===== config.mk =====
export PLATFORM = sky130hd
export DESIGN_NAME = kernel_map_node_pipe_flat
export DESIGN_NICKNAME = d
export VERILOG_FILES = /design/src/rtl/kernel_map_node_pipe_pkg.sv /design/src/rtl/kernel_map_node_pipe_if.sv /design/src/rtl/kernel_map_node_pipe_lane_alu.sv /design/src/rtl/kernel_map_node_pipe.sv /design/src/flat_wrapper.sv
export SDC_FILE = /design/constraint.sdc
export NUM_CORES = 1
export LEC_CHECK = 0
export BUFFER_PORTS_ARGS = -buffer_cell sky130_fd_sc_hd__buf_2
export CORE_AREA = 10 10 228 230
export DETAILED_ROUTE_END_ITERATION = 6
export DIE_AREA = 0 0 238 240
export PLACE_DENSITY_LB_ADDON = 0.15
export SLEW_MARGIN = 40
export SYNTH_ARGS = -nofsm -noshare
export SYNTH_HDL_FRONTEND = slang
export SYNTH_HIERARCHICAL = 1
export SYNTH_SLANG_ARGS = --single-unit

===== constraint.sdc =====
create_clock -name clk -period 7.8 [get_ports clk]
set_clock_uncertainty 0.05 [all_clocks]
set_input_delay 0 -clock clk [delete_from_list [all_inputs] [get_ports clk]]
set_output_delay 0 -clock clk [all_outputs]
set_load 0.005 [all_outputs]

===== src/rtl/kernel_map_node_pipe_pkg.sv =====
// ============================================================================
// Module  : tybec_mapnode_pkg
// Brief   : Opcode encodings shared by the kernel map node and its lane ALUs.
// Revision: 1.0 - initial release
// ============================================================================
`default_nettype none

package tybec_mapnode_pkg;

  localparam int OPW = 2;

  localparam logic [OPW-1:0] OP_ADD = 2'd0;
  localparam logic [OPW-1:0] OP_SUB = 2'd1;
  localparam logic [OPW-1:0] OP_MIN = 2'd2;
  localparam logic [OPW-1:0] OP_MAX = 2'd3;

endpackage

`default_nettype wire


===== src/rtl/kernel_map_node_pipe_if.sv =====
// ============================================================================
// Module  : kernel_map_node_pipe_if
// Brief   : Stream-in / stream-out bundle of the map node; sat_flag exists
//           only when MAPNODE_SAT_EN is defined.
// Revision: 1.0 - initial release
// ============================================================================
`default_nettype none

interface kernel_map_node_pipe_if
  import tybec_mapnode_pkg::*;
#(
  parameter int DATAW = 32,
  parameter int LANES = 4,
  parameter int CNTW  = 32
);

  logic                   stall;
  logic                   in_valid;
  logic                   in_ready;
  logic [OPW-1:0]         in_op;
  logic [LANES*DATAW-1:0] in1;
  logic [LANES*DATAW-1:0] in2;
  logic                   out_valid;
  logic                   out_ready;
  logic [LANES*DATAW-1:0] out1;
  logic [CNTW-1:0]        item_count;
`ifdef MAPNODE_SAT_EN
  logic                   sat_flag;
`endif

  modport master (
    output stall, in_valid, in_op, in1, in2, out_ready,
    input  in_ready, out_valid, out1, item_count
`ifdef MAPNODE_SAT_EN
    , input sat_flag
`endif
  );

  modport slave (
    input  stall, in_valid, in_op, in1, in2, out_ready,
    output in_ready, out_valid, out1, item_count
`ifdef MAPNODE_SAT_EN
    , output sat_flag
`endif
  );

endinterface

`default_nettype wire


===== src/rtl/kernel_map_node_pipe_lane_alu.sv =====
// ============================================================================
// Module  : mapnode_lane_alu
// Brief   : Combinational signed add/sub/min/max for one lane; saturating
//           add/sub with a sat indication when MAPNODE_SAT_EN is defined.
// Revision: 1.0 - initial release
// ============================================================================
`default_nettype none

module mapnode_lane_alu
  import tybec_mapnode_pkg::*;
#(
  parameter int DATAW = 32
) (
  input  logic [DATAW-1:0] a,
  input  logic [DATAW-1:0] b,
  input  logic [OPW-1:0]   op,
  output logic [DATAW-1:0] y
`ifdef MAPNODE_SAT_EN
  , output logic           sat
`endif
);

  logic w_b_lt_a;
  logic w_b_gt_a;

  assign w_b_lt_a = $signed(b) < $signed(a);
  assign w_b_gt_a = $signed(b) > $signed(a);

`ifdef MAPNODE_SAT_EN
  localparam logic [DATAW-1:0] C_MAX = {1'b0, {(DATAW-1){1'b1}}};
  localparam logic [DATAW-1:0] C_MIN = {1'b1, {(DATAW-1){1'b0}}};

  // One guard bit: overflow shows as the two top bits disagreeing.
  logic [DATAW:0] w_sum;
  logic [DATAW:0] w_diff;
  logic           w_sum_ovf;
  logic           w_diff_ovf;

  assign w_sum      = {a[DATAW-1], a} + {b[DATAW-1], b};
  assign w_diff     = {a[DATAW-1], a} - {b[DATAW-1], b};
  assign w_sum_ovf  = w_sum[DATAW] ^ w_sum[DATAW-1];
  assign w_diff_ovf = w_diff[DATAW] ^ w_diff[DATAW-1];

  always_comb begin
    y   = a;
    sat = 1'b0;
    case (op)
      OP_ADD: begin
        sat = w_sum_ovf;
        y   = w_sum_ovf ? (w_sum[DATAW] ? C_MIN : C_MAX) : w_sum[DATAW-1:0];
      end
      OP_SUB: begin
        sat = w_diff_ovf;
        y   = w_diff_ovf ? (w_diff[DATAW] ? C_MIN : C_MAX) : w_diff[DATAW-1:0];
      end
      OP_MIN:  y = w_b_lt_a ? b : a;
      OP_MAX:  y = w_b_gt_a ? b : a;
      default: y = a;
    endcase
  end
`else
  logic [DATAW-1:0] w_sum;
  logic [DATAW-1:0] w_diff;

  assign w_sum  = a + b;
  assign w_diff = a - b;

  always_comb begin
    y = a;
    case (op)
      OP_ADD:  y = w_sum;
      OP_SUB:  y = w_diff;
      OP_MIN:  y = w_b_lt_a ? b : a;
      OP_MAX:  y = w_b_gt_a ? b : a;
      default: y = a;
    endcase
  end
`endif

endmodule

`default_nettype wire


===== src/rtl/kernel_map_node_pipe.sv =====
// ============================================================================
// Module  : kernel_map_node_pipe
// Brief   : LANES-wide elementwise map node feeding a PIPE_DEPTH-stage
//           valid/ready pipeline with stall and accepted-item counter.
//           Optional saturation and sticky sat_flag: MAPNODE_SAT_EN.
// Revision: 1.0 - initial release
// ============================================================================
`default_nettype none

module kernel_map_node_pipe
  import tybec_mapnode_pkg::*;
#(
  parameter int DATAW      = 32,
  parameter int LANES      = 4,
  parameter int PIPE_DEPTH = 2,
  parameter int CNTW       = 32
) (
  input  logic                  clk,
  input  logic                  rst,
  kernel_map_node_pipe_if.slave bus
);

  localparam int BUSW = LANES * DATAW;

  logic                  w_advance;
  logic                  w_accept;
  logic [BUSW-1:0]       w_result;
  logic [BUSW-1:0]       r_data [PIPE_DEPTH];
  logic [PIPE_DEPTH-1:0] r_valid;
  logic [CNTW-1:0]       r_count;
`ifdef MAPNODE_SAT_EN
  logic [LANES-1:0]      w_sat;
  logic                  r_sat;
`endif

  // Whole pipe moves as one; the output slot frees when drained or empty.
  assign w_advance = !bus.stall && (bus.out_ready || !r_valid[PIPE_DEPTH-1]);
  assign w_accept  = bus.in_valid && w_advance;

  for (genvar i = 0; i < LANES; i++) begin : g_lane
    mapnode_lane_alu #(
      .DATAW (DATAW)
    ) u_alu (
      .a   (bus.in1[i*DATAW +: DATAW]),
      .b   (bus.in2[i*DATAW +: DATAW]),
      .op  (bus.in_op),
      .y   (w_result[i*DATAW +: DATAW])
`ifdef MAPNODE_SAT_EN
      , .sat (w_sat[i])
`endif
    );
  end

  always_ff @(posedge clk) begin
    if (rst) begin
      for (int k = 0; k < PIPE_DEPTH; k++) begin
        r_valid[k] <= 1'b0;
        r_data[k]  <= '0;
      end
      r_count <= '0;
    end else if (w_advance) begin
      r_valid[0] <= bus.in_valid;
      r_data[0]  <= w_result;
      for (int k = 1; k < PIPE_DEPTH; k++) begin
        r_valid[k] <= r_valid[k-1];
        r_data[k]  <= r_data[k-1];
      end
      if (bus.in_valid) begin
        r_count <= r_count + CNTW'(1);
      end
    end
  end

`ifdef MAPNODE_SAT_EN
  always_ff @(posedge clk) begin
    if (rst) begin
      r_sat <= 1'b0;
    end else if (w_accept && (|w_sat)) begin
      r_sat <= 1'b1;
    end
  end

  assign bus.sat_flag = r_sat;
`endif

  assign bus.in_ready   = w_advance;
  assign bus.out_valid  = r_valid[PIPE_DEPTH-1];
  assign bus.out1       = r_data[PIPE_DEPTH-1];
  assign bus.item_count = r_count;

endmodule

`default_nettype wire

===== src/flat_wrapper.sv =====
// flat-port wrapper written by rule: the top's interface ports become plain ports
module kernel_map_node_pipe_flat import tybec_mapnode_pkg::*;
#(
  parameter int DATAW      = 32,
  parameter int LANES      = 4,
  parameter int PIPE_DEPTH = 2,
  parameter int CNTW       = 32
)
  (clk, rst, bus_stall, bus_in_valid, bus_in_op, bus_in1, bus_in2, bus_out_ready, bus_in_ready, bus_out_valid, bus_out1, bus_item_count);
  kernel_map_node_pipe_if #(.DATAW(DATAW), .LANES(LANES), .CNTW(CNTW)) bus_i ();
  input  logic clk;
  input  logic rst;
  input wire logic [$bits(bus_i.stall)-1:0] bus_stall;
  input wire logic [$bits(bus_i.in_valid)-1:0] bus_in_valid;
  input wire logic [$bits(bus_i.in_op)-1:0] bus_in_op;
  input wire logic [$bits(bus_i.in1)-1:0] bus_in1;
  input wire logic [$bits(bus_i.in2)-1:0] bus_in2;
  input wire logic [$bits(bus_i.out_ready)-1:0] bus_out_ready;
  output wire logic [$bits(bus_i.in_ready)-1:0] bus_in_ready;
  output wire logic [$bits(bus_i.out_valid)-1:0] bus_out_valid;
  output wire logic [$bits(bus_i.out1)-1:0] bus_out1;
  output wire logic [$bits(bus_i.item_count)-1:0] bus_item_count;
  assign bus_i.stall = bus_stall;
  assign bus_i.in_valid = bus_in_valid;
  assign bus_i.in_op = bus_in_op;
  assign bus_i.in1 = bus_in1;
  assign bus_i.in2 = bus_in2;
  assign bus_i.out_ready = bus_out_ready;
  assign bus_in_ready = bus_i.in_ready;
  assign bus_out_valid = bus_i.out_valid;
  assign bus_out1 = bus_i.out1;
  assign bus_item_count = bus_i.item_count;
  kernel_map_node_pipe #(.DATAW(DATAW), .LANES(LANES), .PIPE_DEPTH(PIPE_DEPTH), .CNTW(CNTW)) u_core (.clk(clk), .rst(rst), .bus(bus_i));
endmodule

==> flow_metrics.py, run 1 <==
metrics = {
    "timing": {
        "slew_headroom_pct": 43.8,
        "slew_viol_final": 0,
        "max_freq_mhz": 173,
        "hold_viol": 0,
        "worst_slew_pin_slew_ns": 0.843,
        "period_needed_ns": 5.77,
        "setup_violations": 0,
        "tns_ns": 0,
        "period_share_pct": 74.0,
        "setup_slack_ns": 2.03,
        "rsz0062_at_grt": "no",
    },
    "critical_path": {
        "path_cells": "dlygate4sd3_1 > buf_2 > or3_4 > or4_4 > or3_4 > or4_1 > o31ai_1 > xor2_1 > ha_1 > and3_1 > or3_1 > o22ai_1 > o21ai_0 > nor3_1 > nor4_1 > nor3_1 > xnor2_1 > mux2_4 > o311ai_1 > dlygate4sd3_1 > and2_1",
        "critPathCaptureType": "flip-flop",
        "crit_family": "simple AND/OR/NAND/NOR gates",
        "slowest_stage": "or4_1",
        "crit_arrival_ns": 6.03,
        "critPathRequiredTime_ns": 8.06,
        "slowest_delay_ns": 0.58,
        "crit_type": "input port to flip-flop",
        "cp_max_fo": 5,
        "startpoint_type": "input port",
        "worst-path-buf-inv": 3,
    },
    "final_layout": {
        "syn2layout_area_growth_pct": 15.5,
        "multi_input_area_um2": 17700,
        "final_cell_mix": "423 x buf_2, 262 x and2_1, 257 x ha_1",
        "nFillCells": 3797,
        "layout_commonest_cell": "buf_2",
        "drive_gt1_share_pct": 16.7,
        "final_cells": 4261,
        "nNetsFinal": 4138,
        "final-seq-area_um2": 8370,
    },
    "global_route": {
        "overflow": 0,
        "grt_max_degree": 257,
        "grt_usage_pct": 31.7,
        "grt_pass1_wl_um": 145000,
        "antenna_found_initial": 10,
        "grt_pass1_vias": 26300,
    },
    "route": {
        "drt-total-wl_um": 94500,
        "drc": 0,
        "ant_nets": 0,
        "route.detailed.wl_per_inst_um": 22.2,
        "via_count": 26600,
        "drt-pass1-iter-count": 6,
        "drt_iter0_markers": 2486,
        "viasPerCell": 6.25,
    },
    "cts": {
        "post_cts_buffers": 0,
        "cts_max_level": 2,
        "cts-buffers-inserted": 34,
        "clk_transition_reported_paths_ns": 0.07,
        "clk_path_buf_depth": 3,
        "clock-root-buffer": "clkbuf_16",
        "clock-sinks": 290,
        "cts_tree": "built",
        "insertion_delay_ns": 0.57,
    },
    "logic_synthesis": {
        "yosysUniqueCellTypes": 106,
        "synth-seq-cells": 290,
        "synthFlopType": "edfxtp_1",
        "synth_cells": 3231,
        "yosysWarningCount": 6,
        "synth.avg_cell_area_um2": 8.70,
        "synth-edff-count": 256,
        "yosysSeqAreaShare_pct": 29.8,
        "synth_nets": 3755,
        "async_flop_share_pct": 0,
        "netlist_area_um2": 28100,
    },
    "placed_design": {
        "gp_congestion": 0.993,
        "hpwlAfterDp_um": 70700,
        "pre_cts_ws_ns": 1.99,
        "dp_cells": 4044,
        "port_buffers": 424,
    },
    "pwr": {
        "ir_worst_vdd_mv": 0.167,
        "power.leakage_uw": 0.0145,
        "power-per-cell-area_nw_per_um2": 172,
    },
    "outcome": {
        "status": "finished clean",
    },
    "floorplan": {
        "die_y_um": 240,
        "dieArea_um2": 57100,
        "die_x_um": 238,
        "coreArea_um2": 47300,
        "initial_core_util_pct": 59.4,
        "ios": 425,
        "rows": 80,
    },
    "run": {
        "max_cap_viol_count": 0,
    },
    "min_path": {
        "hp-class": "input port to flip-flop",
    },
}
[through the flow]
stage	utilization [%]	area, um2	hold WS, ns	total power (uW)
final	68.6	32500	0.0243	5600
after global routing	68.6	32500	0.0278	5870
after CTS	68.5	32400	0.00155	5560
after detailed placement	63.0	29800	0.315	3790
after global placement	62.8	29700	0.303	3740
after floorplan	-	28100	-0.00721	3260
[tightest hold or removal path: stages]
cell and delay [ns]:
buf_2 0.14, a21oi_1 0.11, a21oi_1 0.14, and2_1 0.13
[Yosys cell counts, drive strengths merged (13+ instances only)]
library cell	n	area, um2
o22ai	14	87.6
and3	43	270
o31ai	29	238
nor3	69	377
a211oi	32	240
a21o	63	473
clkbuf	87	327
xor2	93	815
ha	257	3220
o211ai	20	160
mux2	27	308
o21a	21	160
edfxtp	256	7690
nor2	260	986
inv	181	679
buf	154	1120
o21bai	23	173
xnor2	134	1200
a21oi	259	1320
dfxtp	34	681
a31oi	62	418
nand3	93	465
nand4	30	200
nor4	38	295
or4	24	188
mux2i	61	614
and2	262	1640
nand2b	27	176
nor2b	28	183
or3	37	248
nand2	189	717
o311ai	13	114
o21ai	154	786
[logic make-up (layout without fill, tap and decap cells)]
logic type | count (synthesis) | after routing | share of synthesized area [%]
xor+xnor | 227 | 227 | 7.15
mux | 88 | 88 | 3.28
buf+inv | 422 | 830 | 7.57
compound gates | 798 | 798 | 18.8
simple gates | 1145 | 1145 | 21.7
flops | 290 | 290 | 29.8
other cells | 0 | 7 | 0
fa+ha+maj | 261 | 261 | 11.7
[power by group]
group	switching, uW	leakage, uW	total [uW]	internal [uW]
logic	1200	0.0108	2060	859
registers	40.7	0.00309	1870	1830
clock network	708	0.000550	1670	966
[cell type report]
cell class,instances,area share [%]
multi-input combinational,2519,54.5
sequential,290,25.7
timing repair buffer,588,11.7
clock buffer,36,2.71
tap,615,2.37
inverter,181,2.09
clock inverter,25,0.843
antenna,7,0.0539
[final timing paths]
check	start	to	slack [ns]	depth (start not counted)
setup / recovery	bus_in2[10]	u_core/r_data[0][31]	2.03	21
hold / removal	bus_in2[22]	u_core/r_data[0][22]	0.02	4
setup reg to reg	u_core/r_valid[1]	u_core/r_data[0][42]	5.07	5
hold reg to reg	u_core/r_data[0][64]	u_core/r_data[0][192]	0.45	1
[state kept, by name, indices dropped and copies added, names as in the netlist]
name	cells
u_core/r_valid	2
u_core/bus.item_count	32
u_core/r_data	256
[layer usage]
layer	GRT usage, %	part of all wire (%)	vias up
met1	40.1	41	12600
met2	50.7	45	1351
li1	-	-	12400
met3	6.80	9.2	266
met4	15.3	4.7	6
met5	0	0.043	-
[repair_timing]
| action | CTS | global route |
|---|---|---|
| resized for setup | 0 | 0 |
| hold buffers | 148 | 0 |
| endpoints found under the hold margin | 123 | 0 |
| endpoints found under the setup margin | 0 | 0 |
Note: power is estimated with default switching activity, not from simulation.
==> inputs of run 2 (changes only) <==
--- a/config.mk
+++ b/config.mk
@@ -5,10 +5,11 @@
 export SDC_FILE = /design/constraint.sdc
 export NUM_CORES = 1
 export LEC_CHECK = 0
+export ABC_AREA = 1
 export BUFFER_PORTS_ARGS = -buffer_cell sky130_fd_sc_hd__buf_2
-export CORE_AREA = 10 10 228 230
+export CORE_AREA = 10 10 256 258
 export DETAILED_ROUTE_END_ITERATION = 6
-export DIE_AREA = 0 0 238 240
+export DIE_AREA = 0 0 266 268
 export PLACE_DENSITY_LB_ADDON = 0.15
 export SLEW_MARGIN = 40
 export SYNTH_ARGS = -nofsm -noshare
==> constraint.sdc (replaced) <==
create_clock -name clk -period 4.66 [get_ports clk]
set_clock_uncertainty 0.05 [all_clocks]
set_input_delay 0 -clock clk [delete_from_list [all_inputs] [get_ports clk]]
set_output_delay 0 -clock clk [all_outputs]
set_load 0.005 [all_outputs]
==> run 2 against run 1 <==
Compared with the run above:
- worst hold slack improved by 0.0042 ns
- first-iteration DRC count rose by 57%
- power grew 74%
- combinational power up 87%
- core utilization down 8.9 points
- critical path type unchanged
- non-clock buffer count shrank 78
- critical path depth grew 5
==> flow_metrics.py, run 2 <==
metrics = {
    "logic_synthesis": {
        "synth_top_cell_by_area": "edfxtp_1",
        "yosysSeqAreaShare_pct": 25.6,
        "async_flop_share_pct": 0,
        "synth_nets": 5533,
        "synth.avg_cell_area_um2": 6.54,
        "synth-seq-cells": 290,
        "yosysWarningCount": 6,
        "synth-edff-count": 256,
        "synth_cells": 5009,
        "netlist_area_um2": 32700,
        "yosysTopAreaCellShare_pct": 23.5,
        "synth_common_cells": "966 x nand2_1, 824 x inv_1, 725 x nand3_1, 574 x nor2_1, 279 x a21oi_1",
        "yosysMostFrequentCell": "nand2_1",
        "synthTopCellsByArea": "edfxtp_1 23%, nand3_1 11%, nand2_1 11%, ha_1 9.8%, inv_1 9.4%",
        "yosysUniqueCellTypes": 54,
        "synthFlopType": "edfxtp_1",
    },
    "cts": {
        "clock-root-buffer": "clkbuf_16",
        "clk_transition_reported_paths_ns": 0.06,
        "insertion_delay_ns": 0.56,
        "clock-sinks": 290,
        "cts_tree": "built",
        "clk_path_buf_depth": 3,
        "post_cts_buffers": 0,
        "cts-buffers-inserted": 35,
        "cts_max_level": 2,
    },
    "global_route": {
        "grt_usage_pct": 30.5,
        "grt_pass1_wl_um": 175000,
        "grt_max_degree": 87,
        "grt_pass1_vias": 31700,
        "overflow": 0,
        "antenna_found_initial": 7,
    },
    "route": {
        "via_count": 34400,
        "ant_nets": 0,
        "route.detailed.wl_per_inst_um": 18.7,
        "drt-total-wl_um": 114000,
        "drt_iter0_markers": 3896,
        "viasPerCell": 5.67,
        "drt-pass1-iter-count": 6,
        "drc": 0,
    },
    "critical_path": {
        "r2r_cells": 6,
        "crit_type": "input port to flip-flop",
        "critPathRequiredTime_ns": 4.90,
        "slowest_delay_ns": 0.56,
        "crit_arrival_ns": 4.37,
        "startpoint_type": "input port",
        "slowest_stage": "dlygate4sd3_1",
        "cp_max_fo": 5,
        "critPathCaptureType": "flip-flop",
    },
    "final_layout": {
        "syn2layout_area_growth_pct": 9.67,
        "largest_register": "u_core/r_data",
        "final_cells": 6071,
        "design_area_um2": 35900,
        "final_cell_mix": "963 x nand2_1, 823 x inv_1, 724 x nand3_1",
        "largest_reg_flops": 256,
        "layout_commonest_cell": "nand2_1",
        "final_core_util_pct": 59.7,
        "drive_gt1_share_pct": 12.3,
        "nNetsFinal": 5783,
    },
    "floorplan": {
        "initial_core_util_pct": 54.5,
        "rows": 90,
        "die_x_um": 266,
        "coreArea_um2": 60100,
        "ios": 425,
        "die_y_um": 268,
        "dieArea_um2": 71300,
    },
    "placed_design": {
        "placed_area_um2": 34300,
        "dp_cells": 5964,
        "gp_congestion": 1.02,
        "port_buffers": 424,
        "hpwlAfterDp_um": 89100,
    },
    "timing": {
        "worst_slew_pin_slew_ns": 0.846,
        "holdWs_ns": 0.0285,
        "max_freq_mhz": 242,
        "slew_headroom_pct": 43.4,
        "tns_ns": 0,
        "setup_violations": 0,
        "period_needed_ns": 4.13,
        "rsz0062_at_grt": "no",
        "slew_viol_final": 0,
        "hold_viol": 0,
        "period_share_pct": 88.6,
    },
    "pwr": {
        "power-per-cell-area_nw_per_um2": 271,
        "clkPwrFrac_pct": 28.3,
        "p_int_uw": 5920,
        "power_frac_comb_pct": 39.5,
        "power.leakage_uw": 0.0184,
        "seqPwrFrac_pct": 32.1,
        "ir_worst_vdd_mv": 0.288,
        "power_switching_share_pct": 39.2,
        "p_switching_uw": 3820,
    },
    "min_path": {
        "min_path_cells": 7,
        "hp-class": "input port to flip-flop",
    },
    "run": {
        "max_cap_viol_count": 0,
    },
    "outcome": {
        "status": "finished clean",
    },
}
run 2: logic make-up (layout without fill, tap and decap cells):
logic type               after synthesis  count (layout)  synth area share, %
AND/OR/NAND/NOR                     2615            2615                 35.7
buffers and inverters               1133            1410                 15.6
AO/OA/AOI/OAI                        589             589                 9.89
flip-flops                           290             290                 25.6
adder cells (fa/ha/maj)              261             261                 10.1
XOR/XNOR                             121             121                 3.24
other                                  0               3                    0
run 2: layer usage:
metal  global-route usage, %  vias up  routed length (um)
li1                        -    16900                   -
met3                    6.30      209               11800
met1                    41.2    15600               47800
met4                    9.62        8                3460
met5                       0        -                  45
met2                    48.3     1740               50700
run 2: power groups by stage:
stage | clock [uW] | sequential, uW | combinational, uW
finish | 2760 | 3130 | 3850
global route | 2920 | 3150 | 4280
CTS | 2830 | 3130 | 3760
detailed placement | 0 | 3180 | 3710
global placement | 0 | 3180 | 3690
floorplan | 0 | 3160 | 2730
run 2: metrics by stage:
| stage | worst slack, ns | power, uW |
|---|---|---|
| global route | 0.226 | 10300 |
| floorplan | 0.544 | 5890 |
| CTS | 0.641 | 9720 |
| global placement | 0.711 | 6870 |
| finish | 0.531 | 9740 |
| detailed placement | 0.719 | 6900 |
run 2: repair_timing:
item	CTS	global route
gates resized for setup	0	0
endpoints found under the hold margin	42	0
hold buffers	39	0
run 2: area by class of cell:
cell class                 count  area, um2
antenna                        3       7.51
multi-input combinational   3586      19300
timing repair buffer         510       2950
tap                          782        978
clock inverter                25        230
fill                        5949      24200
sequential                   290       8370
inverter                     836       3140
clock buffer                  39        912
run 2: path summary, 6_finish.rpt:
check / startpoint / to / slack (ns)
worst max register to register: u_core/r_valid[1] / u_core/r_data[0][34] / 2.58
worst min register to register: u_core/r_valid[0] / u_core/r_valid[0] / 0.45
worst max-delay path: bus_in2[33] / u_core/r_data[0][63] / 0.53
worst min-delay path: bus_in2[28] / u_core/r_data[0][28] / 0.03
run 2: critical path, delay by kind of cell:
kind | cells | cell delay (ns)
adders and majority gates | 2 | 0.53
AOI/OAI and AO/OA | 3 | 0.54
and+or+nand+nor | 13 | 1.46
xor gates and xnor gates | 1 | 0.19
buffers and inverters | 7 | 1.63
